--- src/rtl/fpu_defs.sv ---
// Shared FP32 definitions for the FPU pipeline stages: packed binary32
// layout, format constants and the normalize/round stage state encoding.
package fpu_defs;

  localparam int man_bits = 23;
  localparam int exp_bias = 127;
  // All-ones biased exponent: reserved for infinities.
  localparam int exp_max  = 2 * exp_bias + 1;

  typedef struct packed {
    logic                s;
    logic [7:0]          e;
    logic [man_bits-1:0] m;
  } fp_num;

  typedef enum logic [1:0] {
    ST_IDLE  = 2'd0,
    ST_SHIFT = 2'd1,
    ST_ROUND = 2'd2,
    ST_DONE  = 2'd3
  } fsm_state_t;

  // Assemble a binary32 word from its fields.
  function automatic fp_num fp_pack(input logic s, input logic [7:0] e,
                                    input logic [man_bits-1:0] m);
    fp_num r;
    r.s = s;
    r.e = e;
    r.m = m;
    return r;
  endfunction

endpackage

--- src/rtl/fpu_rne_round.sv ---
// Combinational round-to-nearest-even incrementer for a 24-bit significand.
// A carry out means the significand overflowed to 2^24; the returned
// significand is then 2^23 and the caller bumps its exponent by one.
module fpu_rne_round #(
  parameter int SIG_W = 24
) (
  input  logic [SIG_W-1:0] i_sig,
  input  logic             i_guard,
  input  logic             i_sticky,
  output logic [SIG_W-1:0] o_sig,
  output logic             o_carry,
  output logic             o_inexact
);

  logic             w_inc;
  logic [SIG_W:0]   w_sum;

  // Round up on guard when above the halfway point or on a tie with odd lsb.
  always_comb begin
    w_inc     = i_guard & (i_sticky | i_sig[0]);
    w_sum     = {1'b0, i_sig} + {{SIG_W{1'b0}}, w_inc};
    o_carry   = w_sum[SIG_W];
    o_inexact = i_guard | i_sticky;
    if (w_sum[SIG_W]) begin
      o_sig = {1'b1, {(SIG_W-1){1'b0}}};
    end else begin
      o_sig = w_sum[SIG_W-1:0];
    end
  end

endmodule

--- src/rtl/fpu_mul_normround.sv ---
// FP32 multiply normalize-and-round stage. Takes the raw 48-bit significand
// product and exponent sum, normalizes one bit per cycle (with denormalizing
// right shifts for tiny results), rounds to nearest-even and returns a packed
// binary32 with overflow/underflow/inexact flags over valid/ready.
module fpu_mul_normround
  import fpu_defs::*;
#(
  parameter int EXP_W    = 11,
  parameter int PROD_W   = 48,
  parameter int MAX_ITER = 50
) (
  input  logic                    i_clk,
  input  logic                    i_rst_n,
  input  logic                    i_valid,
  output logic                    o_ready,
  input  logic                    i_sign,
  input  logic signed [EXP_W-1:0] i_exp,
  input  logic [PROD_W-1:0]       i_prod,
  input  logic                    i_zero,
  output logic                    o_valid,
  input  logic                    i_ready,
  output logic [31:0]             o_result,
  output logic                    o_ovf,
  output logic                    o_unf,
  output logic                    o_inexact
);

  localparam int SIG_W  = man_bits + 1;
  localparam int HI     = PROD_W - 2;        // hidden-bit position of a normal
  localparam int GRD    = HI - SIG_W;        // guard bit position
  localparam int ITER_W = $clog2(MAX_ITER + 1);
  localparam logic signed [EXP_W-1:0] E_ONE = EXP_W'(1);
  localparam logic signed [EXP_W-1:0] E_MAX = EXP_W'(exp_max);
  localparam logic [ITER_W-1:0] ITER_ONE  = ITER_W'(1);
  localparam logic [ITER_W-1:0] ITER_LAST = ITER_W'(MAX_ITER - 1);

  // True while the working value still needs a normalization step.
  function automatic logic need_shift(input logic [PROD_W-1:0] m,
                                      input logic signed [EXP_W-1:0] e);
    return m[PROD_W-1] | (e < E_ONE) | (~m[HI] & (e > E_ONE));
  endfunction

  fsm_state_t               r_state;
  logic                     r_sign;
  logic signed [EXP_W-1:0]  r_e;
  logic [PROD_W-1:0]        r_m;
  logic                     r_sticky;
  logic [ITER_W-1:0]        r_iter;
  logic                     r_ready;
  logic                     r_valid;
  fp_num                    r_result;
  logic                     r_ovf;
  logic                     r_unf;
  logic                     r_inexact;

  logic [PROD_W-1:0]        w_m_sh;
  logic signed [EXP_W-1:0]  w_e_sh;
  logic                     w_sticky_sh;
  logic [SIG_W-1:0]         w_sig_pre;
  logic [SIG_W-1:0]         w_sig_rnd;
  logic                     w_sticky_all;
  logic                     w_carry;
  logic                     w_inexact;
  logic signed [EXP_W-1:0]  w_e_rnd;
  logic                     w_tiny;
  fp_num                    w_pack;
  logic                     w_ovf;
  logic                     w_unf;
  logic                     w_inx;

  // One normalization step: right shift (overflowed or too tiny) or left shift.
  always_comb begin
    w_m_sh      = r_m;
    w_e_sh      = r_e;
    w_sticky_sh = r_sticky;
    if (r_m[PROD_W-1] || (r_e < E_ONE)) begin
      w_m_sh      = {1'b0, r_m[PROD_W-1:1]};
      w_sticky_sh = r_sticky | r_m[0];
      w_e_sh      = r_e + E_ONE;
    end else begin
      w_m_sh      = {r_m[PROD_W-2:0], 1'b0};
      w_e_sh      = r_e - E_ONE;
    end
  end

  assign w_sig_pre    = r_m[HI -: SIG_W];
  assign w_sticky_all = (|r_m[GRD-1:0]) | r_sticky;

  fpu_rne_round #(.SIG_W(SIG_W)) u_rnd (
    .i_sig     (w_sig_pre),
    .i_guard   (r_m[GRD]),
    .i_sticky  (w_sticky_all),
    .o_sig     (w_sig_rnd),
    .o_carry   (w_carry),
    .o_inexact (w_inexact)
  );

  // Rounded exponent and packing into binary32 with IEEE flags.
  always_comb begin
    w_e_rnd = w_carry ? (r_e + E_ONE) : r_e;
    w_tiny  = ~r_m[HI] | (r_e < E_ONE);
    w_ovf   = 1'b0;
    w_unf   = w_tiny & w_inexact;
    w_inx   = w_inexact;
    w_pack  = fp_pack(r_sign, 8'h00, w_sig_rnd[man_bits-1:0]);
    if (w_e_rnd >= E_MAX) begin
      w_pack = fp_pack(r_sign, 8'hFF, {man_bits{1'b0}});
      w_ovf  = 1'b1;
      w_unf  = 1'b0;
      w_inx  = 1'b1;
    end else if (w_sig_rnd[SIG_W-1] && (w_e_rnd >= E_ONE)) begin
      w_pack = fp_pack(r_sign, w_e_rnd[7:0], w_sig_rnd[man_bits-1:0]);
    end else begin
      w_pack = fp_pack(r_sign, 8'h00, w_sig_rnd[man_bits-1:0]);
    end
  end

  // Control FSM with working registers and registered handshake/result.
  always_ff @(posedge i_clk or negedge i_rst_n) begin
    if (!i_rst_n) begin
      r_state   <= ST_IDLE;
      r_sign    <= 1'b0;
      r_e       <= '0;
      r_m       <= '0;
      r_sticky  <= 1'b0;
      r_iter    <= '0;
      r_ready   <= 1'b1;
      r_valid   <= 1'b0;
      r_result  <= '0;
      r_ovf     <= 1'b0;
      r_unf     <= 1'b0;
      r_inexact <= 1'b0;
    end else begin
      case (r_state)
        ST_IDLE: begin
          if (i_valid) begin
            r_sign   <= i_sign;
            r_e      <= i_exp;
            r_m      <= i_prod;
            r_sticky <= 1'b0;
            r_iter   <= '0;
            r_ready  <= 1'b0;
            if (i_zero || (i_prod == '0)) begin
              r_result  <= fp_pack(i_sign, 8'h00, {man_bits{1'b0}});
              r_ovf     <= 1'b0;
              r_unf     <= 1'b0;
              r_inexact <= 1'b0;
              r_valid   <= 1'b1;
              r_state   <= ST_DONE;
            end else if (need_shift(i_prod, i_exp)) begin
              r_state <= ST_SHIFT;
            end else begin
              r_state <= ST_ROUND;
            end
          end
        end
        ST_SHIFT: begin
          r_m      <= w_m_sh;
          r_e      <= w_e_sh;
          r_sticky <= w_sticky_sh;
          r_iter   <= r_iter + ITER_ONE;
          // The iteration cap guarantees exit even for absurd exponents.
          if (!need_shift(w_m_sh, w_e_sh) || (r_iter == ITER_LAST)) begin
            r_state <= ST_ROUND;
          end
        end
        ST_ROUND: begin
          r_result  <= w_pack;
          r_ovf     <= w_ovf;
          r_unf     <= w_unf;
          r_inexact <= w_inx;
          r_valid   <= 1'b1;
          r_state   <= ST_DONE;
        end
        ST_DONE: begin
          if (i_ready) begin
            r_valid <= 1'b0;
            r_ready <= 1'b1;
            r_state <= ST_IDLE;
          end
        end
        default: begin
          r_valid <= 1'b0;
          r_ready <= 1'b1;
          r_state <= ST_IDLE;
        end
      endcase
    end
  end

  assign o_ready   = r_ready;
  assign o_valid   = r_valid;
  assign o_result  = r_result;
  assign o_ovf     = r_ovf;
  assign o_unf     = r_unf;
  assign o_inexact = r_inexact;

endmodule

--- config.mk ---
export PLATFORM = sky130hd
export DESIGN_NAME = fpu_mul_normround
export DESIGN_NICKNAME = d
export VERILOG_FILES = /design/src/rtl/fpu_defs.sv /design/src/rtl/fpu_rne_round.sv /design/src/rtl/fpu_mul_normround.sv
export SDC_FILE = /design/constraint.sdc
export NUM_CORES = 1
export LEC_CHECK = 0
export CAP_MARGIN = 20
export CORE_MARGIN = 5
export CORE_UTILIZATION = 35
export DETAILED_ROUTE_END_ITERATION = 10
export SYNTH_ARGS = -nofsm -noshare
export SYNTH_HDL_FRONTEND = slang
export SYNTH_SLANG_ARGS = --single-unit
export TNS_END_PERCENT = 5
--- constraint.sdc ---
create_clock -name i_clk -period 8.3 [get_ports i_clk]
set_input_delay 2.49 -clock i_clk [delete_from_list [all_inputs] [get_ports i_clk]]
set_output_delay 2.49 -clock i_clk [all_outputs]
set_load 0.01 [all_outputs]
==> impl_metrics.toml, run 1 <==
[die]
die_h_um = 152
chipWidth_um = 152
start_util_pct = 35.2
ioPinCount = 102
rows = 52
core_um2 = 20000
design.die.area_um2 = 23100

[synthesis]
synth_seq_area_share_pct = 37.6
syn-num-nets = 903
synth-seq-cells = 106
synth_top_area_share_pct = 37.2
synthArstFlopShare_pct = 100
synth_edf_count = 0
synthCells = 829
ys_warn_count = 0
synthDistinctLibCells = 65
netlist_top_cells_area = "dfrtp_1, nand2_1, mux2i_1"
yosysTopAreaCell = "dfrtp_1"
synth_ff_type = "dfrtp_1"
syn_area_um2 = 7060
avgSynthCellArea_um2 = 8.52

[placed_design]
gp_congestion = 0.821
io_buffers = 101
place_inst = 1134
hpwl_mm = 14.7
place_area_um2 = 8220

[drt]
viasPerCell = 5.73
post_drt_wl_per_cell_um = 18.5
drt_pre_antenna_iters = 5
wirelength_mm = 21.2
drt_iter0_drc = 533
num_vias = 6590
drc_errors = 0
drtAntennaViolNets = 0

[timing]
hold_viol_final = 0
slew_viol_final = 0
max_clock_freq_mhz = 188
skew_ns = 0.0111
tightest_slew_ns = 1.02
period_share_pct = 64.2
relSlewSlack_pct = 31.5
rsz0062_at_grt = "no"
fin_crit_ns = 5.33
setup_viol = 0
tns_ns = 0

[final_layout]
antenna_cells = 0
register_area_um2 = 2650
syn_to_final_growth_pct = 20.9
post-route-util_pct = 42.6
fillers = 2075
fin_nets = 949
multiInputGateArea_um2 = 4080
final_design_area_no_fill_um2 = 8530
layout.cells.non_filler = 1150
drive_above_1_share_pct = 5.80

[critical_path]
critPathArrivalTime_ns = 5.59
crit_fanout = 41
crit_type = "in -> reg"
cp_cell_sequence = "clkdlybuf4s50_1 > nor4_1 > nand4_1 > o31a_1 > a2bb2oi_4 > or3_1 > o21ai_0"
r2r_end = "o_result[0]"
slowest_stage = "or3_1"
cp_data_required_time_ns = 8.57
worst-r2r-cell-count = 10
critPathLaunchType = "input pin"
cp-end-kind = "flip-flop"
critPathMaxStageDelay_ns = 0.76
r2r_start = "r_m[22]"
rrSetupSlack_ns = 4.80

[hold_path]
hold_depth = 2
whs_endpoint = "o_result[19]"
hp-start = "o_result[19]"
hp-class = "reg -> reg"

[clocking]
hold_buffers = 0
cts_buffer_depth = 2
htreeDepth = 3
cts-buffers-inserted = 9
ctsResizeCount = 0
cts.sinks = 106
clk_transition_reported_paths_ns = 0.08
cts_setup_buffers = 0
cts_tree = "built"
worstSkewPairLatency_ns = 0.36
root_buffer = "clkbuf_16"

[power_and_ir_drop]
vdd_ir_drop_max_mv = 0.124
power_density_nw_per_um2 = 393
leakagePower_uw = 0.00343
p_total_uw = 3360

[global_route]
grt_pass1_wl_mm = 34.8
antenna_found_initial = 0
grt_max_degree = 65
grt_usage_pct = 17.9
grt_pass1_vias = 6288
grt_overflow_total = 0

[status]
status = "finished clean"

[run]
maxCapViolations = 0
-- stage by stage --
step | hold slack [ns] | setup slack (ns)
6_report | 0.477 | 2.97
5_1_grt | 0.496 | 2.82
4_1_cts | 0.486 | 2.99
3_5_place_dp | 0.469 | 2.63
3_3_place_gp | 0.463 | 2.65
2_1_floorplan | 0.464 | 4.08
-- placed cells by master (no fill, tap or decap), drive strengths merged, types with 5 or more instances in the layout --
cell type	n
buf	11
and2	5
clkbuf	12
clkdlybuf4s50	100
ha	9
o21ai	48
a22oi	31
mux2	5
nor3	10
a21oi	22
nand2	127
or2	7
nor2	65
o221ai	30
inv	17
nor4	22
o211ai	37
xor2	19
nand4	19
a311oi	16
nand3	22
or3	5
a21o	18
o22ai	6
a211o	8
a221oi	6
and3	6
dfrtp	105
mux2i	36
xnor2	18
-- cell usage after synthesis (2+ instances only) --
master / number
nand2_1: 127
o211ai_1: 37
and2_1: 4
mux2_4: 2
nor4_1: 21
nor2b_1: 2
a311oi_1: 16
and4_1: 4
inv_1: 15
nand3_1: 22
buf_1: 4
nor2_1: 65
nand2b_1: 4
o221ai_1: 30
clkbuf_1: 55
xnor2_1: 18
a21o_1: 18
dfrtp_1: 105
and3_1: 6
a211o_1: 8
nor3_1: 8
a21oi_1: 22
o21ai_1: 9
a22oi_1: 31
mux2_2: 3
o21ai_0: 39
a221oi_1: 6
mux2i_1: 36
ha_1: 9
o22ai_1: 6
nand4_1: 19
buf_2: 16
or3_1: 5
or2_2: 5
xor2_1: 19
a31oi_1: 4
-- critical path, delay by kind of cell --
| family | cells | cell delay [ns] |
|---|---|---|
| AOI/OAI and AO/OA | 3 | 1.06 |
| buffers and inverters | 1 | 0.52 |
| and+or+nand+nor | 3 | 1.50 |
-- sequential cells by signal, indices dropped and copies added (netlist names) --
register and count:
o_inexact 1, o_ovf 1, o_ready 1, o_result 32, o_unf 1, o_valid 1, r_e 11, r_iter 6
r_m 48, r_sign 1, r_state 2, r_sticky 1
-- cell families after synthesis --
family | after synthesis | share of synthesized area [%]
AOI/OAI and AO/OA | 237 | 23.9
xor gates and xnor gates | 37 | 4.59
adders and majority gates | 9 | 1.60
buffers and inverters | 92 | 5.28
DFF | 106 | 37.6
muxes | 42 | 6.33
and+or+nand+nor | 306 | 20.7
-- worst max path at each step --
stage	start	to	slack (ns)	depth (start not counted)
floorplan	i_prod[44]	o_result[4]	4.08	7
global placement	i_prod[46]	o_result[4]	2.65	7
detailed placement	i_prod[46]	o_result[0]	2.63	7
CTS	i_prod[46]	o_result[0]	2.99	7
global route	i_prod[46]	o_result[17]	2.82	7
finish	i_prod[46]	o_result[0]	2.97	7
-- routing by layer --
layer	part of all wire, %	up-vias	global-route usage (%)
met5	0	-	0
met4	2.3	0	6.21
met3	4.3	31	2.70
met2	45	194	26.6
met1	49	3203	26.6
li1	-	3162	-
-- cell type report --
type / count / area share (%)
tap: 270 / 3.96
multi-input combinational: 631 / 47.9
clock buffer: 12 / 3.01
sequential: 106 / 31.1
clock inverter: 4 / 0.675
inverter: 16 / 0.704
timing repair buffer: 111 / 12.7
-- where the power goes --
part	internal, uW	switching (uW)	total [uW]	leakage (uW)
registers	769	363	1130	0.00133
logic	787	973	1760	0.00195
clock network	254	209	463	0.000151
Power figures use the tool's default switching activity.
==> run 2, diff against run 1 <==
==> constraint.sdc (replaced) <==
create_clock -name i_clk -period 4.3 [get_ports i_clk]
set_input_delay 1.29 -clock i_clk [delete_from_list [all_inputs] [get_ports i_clk]]
set_output_delay 1.29 -clock i_clk [all_outputs]
set_load 0.01 [all_outputs]
==> run 2 against run 1 <==
Against the previous run: critical path depth up 1; register-to-register slack worse by 3.9 ns; global-route usage down 0.26 points; cell area up 1.1%; sequential cell count unchanged; critical endpoint is now o_result[27]; clock power up 100%; setup slack worse by 2.5 ns; sequential power up 94%; final cell count up 0.52%; via count up 0.36%; combinational power up 94%.
==> impl_metrics.toml, run 2 (synthesis gave the netlist of run 1 again) <==
[critical_path]
critPathArrivalTime_ns = 4.09
critPathLaunchType = "input pin"
crit_type = "in -> reg"
crit_fanout = 39
r2r_end = "o_result[3]"
r2r_start = "r_m[22]"
cp_data_required_time_ns = 4.59
worst-r2r-cell-count = 11
rrSetupSlack_ns = 0.88
cp-end-kind = "flip-flop"

[timing]
rsz0062_at_grt = "no"
holdWs_ns = 0.478
slew_viol_final = 0
skew_ns = 0.0116
fin_crit_ns = 3.80
tightest_slew_ns = 0.784
relSlewSlack_pct = 47.7
hold_viol_final = 0
setup_viol = 0
tns_ns = 0
max_clock_freq_mhz = 263
period_share_pct = 88.4

[die]
start_util_pct = 35.2
chipWidth_um = 152
ioPinCount = 102
die_h_um = 152
rows = 52
core_um2 = 20000
design.die.area_um2 = 23100

[power_and_ir_drop]
power_density_nw_per_um2 = 759
combinationalPowerShare_pct = 52.3
seqPwrFrac_pct = 33.4
switching_share_pct = 45.5
power_frac_clock_pct = 14.3
internal_power_uw = 3570
leakagePower_uw = 0.00348
vdd_ir_drop_max_mv = 0.355
p_switching_uw = 2980

[final_layout]
fin_nets = 955
final_cell_mix = "nand2_1, dfrtp_1, clkdlybuf4s50_1"
largest_reg_flops = 48
syn_to_final_growth_pct = 22.2
final_design_area_no_fill_um2 = 8630
drive_above_1_share_pct = 6.55
regMostFlops = "r_m"
layout_commonest_cell = "nand2_1"
antenna_cells = 0

[drt]
viasPerCell = 5.72
drt_iter0_drc = 588
num_vias = 6614
wirelength_mm = 20.9
post_drt_wl_per_cell_um = 18.1
drtAntennaViolNets = 0
drc_errors = 0
drt_pre_antenna_iters = 5

[hold_path]
hold_depth = 2
whs_endpoint = "o_result[15]"
hp-class = "reg -> reg"
hp-start = "o_result[15]"

[clocking]
hold_buffers = 0
clk_transition_reported_paths_ns = 0.08
cts.sinks = 106
htreeDepth = 3
worstSkewPairLatency_ns = 0.36
cts_buffer_depth = 2
cts_setup_buffers = 0
ctsResizeCount = 0
root_buffer = "clkbuf_16"
cts_tree = "built"
cts-buffers-inserted = 9

[global_route]
grt_overflow_total = 0
grt_pass1_wl_mm = 34.5
grt_max_degree = 82
grt_usage_pct = 17.7
grt_pass1_vias = 6323
antenna_found_initial = 0

[placed_design]
gp_congestion = 0.822
hpwl_mm = 14.6
place_area_um2 = 8290
io_buffers = 101

[run]
maxCapViolations = 0

[status]
status = "finished clean"
run 2: worst max-delay path: stages:
cell and delay (ns):
clkdlybuf4s50_1 0.49, nor4_1 0.50, nand4_1 0.19, o31a_1 0.43, a2bb2oi_4 0.20, buf_4 0.26
nor3b_2 0.54, a211o_1 0.18
run 2: worst max path at each step:
stage,to,slack [ns],startpoint,cells past startpoint
3_5_place_dp,o_result[27],0.17,i_prod[46],8
6_report,o_result[27],0.50,i_prod[46],8
3_3_place_gp,o_result[23],0.13,i_prod[46],8
5_1_grt,o_result[25],0.33,i_prod[46],8
4_1_cts,o_result[24],0.52,i_prod[46],8
2_1_floorplan,o_result[4],1.28,i_prod[44],7
run 2: metal layers:
layer	vias up	part of all wire [%]	GRT usage [%]
met3	21	4.7	2.50
met1	3238	49	26.5
met4	0	1.6	5.31
li1	3170	-	-
met5	-	0	0
met2	185	45	26.4
run 2: layout make-up:
type                       instances  area (um2)
fill                            2009       11400
multi-input combinational        631        4080
sequential                       106        2650
timing repair buffer             117        1150
tap                              270         338
clock buffer                       9         225
clock inverter                     7         113
inverter                          16        60.1
run 2: power groups by stage:
stage          combinational (uW)  clock (uW)  sequential, uW
4_1_cts                      3430         961            2170
2_1_floorplan                2610           0            1900
3_5_place_dp                 3410           0            2190
3_3_place_gp                 3370           0            2190
5_1_grt                      3820         992            2280
6_report                     3420         938            2190
run 2: through the flow:
step	worst slack (ns)	std cells	util, %	power, uW
6_report	0.500	1156	43.0	6540
5_1_grt	0.325	1156	43.0	7090
4_1_cts	0.519	1156	43.0	6570
3_5_place_dp	0.168	1140	41.4	5600
3_3_place_gp	0.133	1140	41.4	5560
2_1_floorplan	1.28	829	-	4500
==> run 3, diff against run 2 <==
--- a/config.mk
+++ b/config.mk
@@ -6,9 +6,12 @@
 export NUM_CORES = 1
 export LEC_CHECK = 0
 export CAP_MARGIN = 20
+export CELL_PAD_IN_SITES_DETAIL_PLACEMENT = 0
+export CELL_PAD_IN_SITES_GLOBAL_PLACEMENT = 1
 export CORE_MARGIN = 5
 export CORE_UTILIZATION = 35
 export DETAILED_ROUTE_END_ITERATION = 10
+export PLACE_DENSITY_LB_ADDON = 0.1
 export SYNTH_ARGS = -nofsm -noshare
 export SYNTH_HDL_FRONTEND = slang
 export SYNTH_SLANG_ARGS = --single-unit
==> run 3 against run 2 <==
Against the previous run: non-clock buffer count up 1; clock skew down 0.0030 ns; register-to-register slack better by 0.16 ns; clock power down 8.2%; highest routed layer unchanged.
==> impl_metrics.toml, run 3 (synthesis gave the netlist of run 1 again) <==
[clocking]
cts_tree = "built"
root_buffer = "clkbuf_16"
cts_setup_buffers = 0
clk_transition_reported_paths_ns = 0.07
cts_buffer_depth = 2
worstSkewPairLatency_ns = 0.36
cts.sinks = 106
cts-buffers-inserted = 9
hold_buffers = 0
htreeDepth = 3
ctsResizeCount = 0

[power_and_ir_drop]
internal_power_uw = 3490
combinationalPowerShare_pct = 53.2
power_density_nw_per_um2 = 756
vdd_ir_drop_max_mv = 0.275
power_frac_clock_pct = 13.3
seqPwrFrac_pct = 33.5
leakagePower_uw = 0.00346
p_switching_uw = 2990
switching_share_pct = 46.1

[timing]
max_clock_freq_mhz = 256
rsz0062_at_grt = "no"
tightest_slew_ns = 1.03
relSlewSlack_pct = 31.1
skew_ns = 0.00862
fin_crit_ns = 3.91
hold_viol_final = 0
final.setup.worst_slack_ns = 0.391
period_share_pct = 90.9
setup_viol = 0
tns_ns = 0
slew_viol_final = 0

[final_layout]
fillers = 2021
final_design_area_no_fill_um2 = 8580
final_cell_mix = "nand2_1, dfrtp_1, clkdlybuf4s50_1"
multiInputGateArea_um2 = 4080
drive_above_1_share_pct = 6.43
largest_reg_flops = 48
regMostFlops = "r_m"
layout.cells.non_filler = 1156
register_area_um2 = 2650
antenna_cells = 0
post-route-util_pct = 42.8
fin_nets = 956
layout_commonest_cell = "nand2_1"
syn_to_final_growth_pct = 21.5

[drt]
viasPerCell = 5.77
drtAntennaViolNets = 0
wirelength_mm = 22.1
num_vias = 6665
post_drt_wl_per_cell_um = 19.1
drt_iter0_drc = 494
drc_errors = 0
drt_pre_antenna_iters = 7

[placed_design]
place_ws_ns = -0.0167
hpwl_mm = 15.5
place_inst = 1141
place_area_um2 = 8280
gp_congestion = 0.842
io_buffers = 101

[hold_path]
hp-class = "reg -> reg"

[status]
status = "finished clean"

[global_route]
grt_use_met3_pct = 2.36
antenna_found_initial = 0
grt_pass1_wl_mm = 36.0
grt.busiest_layer = "met2"
grt_pass1_vias = 6570
grt_max_degree = 102
grt_overflow_total = 0
grt_usage_pct = 18.8
grt_use_met2_pct = 29.9
grt.met1_usage_pct = 26.9

[die]
ioPinCount = 102
die_h_um = 152
design.die.area_um2 = 23100
start_util_pct = 35.2
chipWidth_um = 152
rows = 52
core_um2 = 20000

[critical_path]
critPathArrivalTime_ns = 4.17
critPathLaunchType = "input pin"
crit_type = "in -> reg"
cp-end-kind = "flip-flop"
crit_fanout = 23
cp_data_required_time_ns = 4.56

[run]
maxCapViolations = 0
run 3: per-stage QoR:
step | power, uW | hold WS (ns)
6_report | 6490 | 0.486
5_1_grt | 7060 | 0.516
4_1_cts | 6550 | 0.492
3_5_place_dp | 5660 | 0.476
3_3_place_gp | 5570 | 0.465
2_1_floorplan | 4500 | 0.464
run 3: worst paths after layout:
path | start | to | slack [ns] | cells after the start
worst max-delay path | i_prod[12] | o_result[17] | 0.39 | 7
worst min-delay path | o_result[13] | o_result[13] | 0.49 | 2
worst max register to register | r_e[7] | r_state[1] | 1.04 | 8
worst min register to register | o_result[13] | o_result[13] | 0.49 | 2
max in group asynchronous | i_rst_n | o_ready | 2.57 | 2
min in group asynchronous | i_rst_n | o_result[17] | 0.94 | 1
run 3: final cells by class:
| cell class | count | area share, % |
|---|---|---|
| Clock inverter | 4 | 0.598 |
| Sequential cell | 106 | 30.9 |
| Clock buffer | 11 | 2.83 |
| Timing Repair Buffer | 118 | 13.4 |
| Tap cell | 270 | 3.94 |
| Inverter | 16 | 0.700 |
| Multi-Input combinational cell | 631 | 47.6 |
run 3: layer usage:
metal,up-vias,part of all wire [%]
met4,0,1.6
met5,-,0
met2,153,47
li1,3172,-
met1,3317,48
met3,23,3.2
run 3: power by group through the flow:
stage | sequential (uW) | combinational, uW | clock [uW]
6_report | 2170 | 3450 | 861
5_1_grt | 2260 | 3880 | 924
4_1_cts | 2170 | 3490 | 893
3_5_place_dp | 2180 | 3480 | 0
3_3_place_gp | 2170 | 3400 | 0
2_1_floorplan | 1900 | 2610 | 0
run 3: worst max-delay path, cell delays in order:
cell	delay, ns
clkdlybuf4s50_1	0.43
nor4_1	0.56
nand4_1	0.20
o31a_1	0.39
a2bb2oi_4	0.26
or3_1	0.75
o21ai_0	0.29
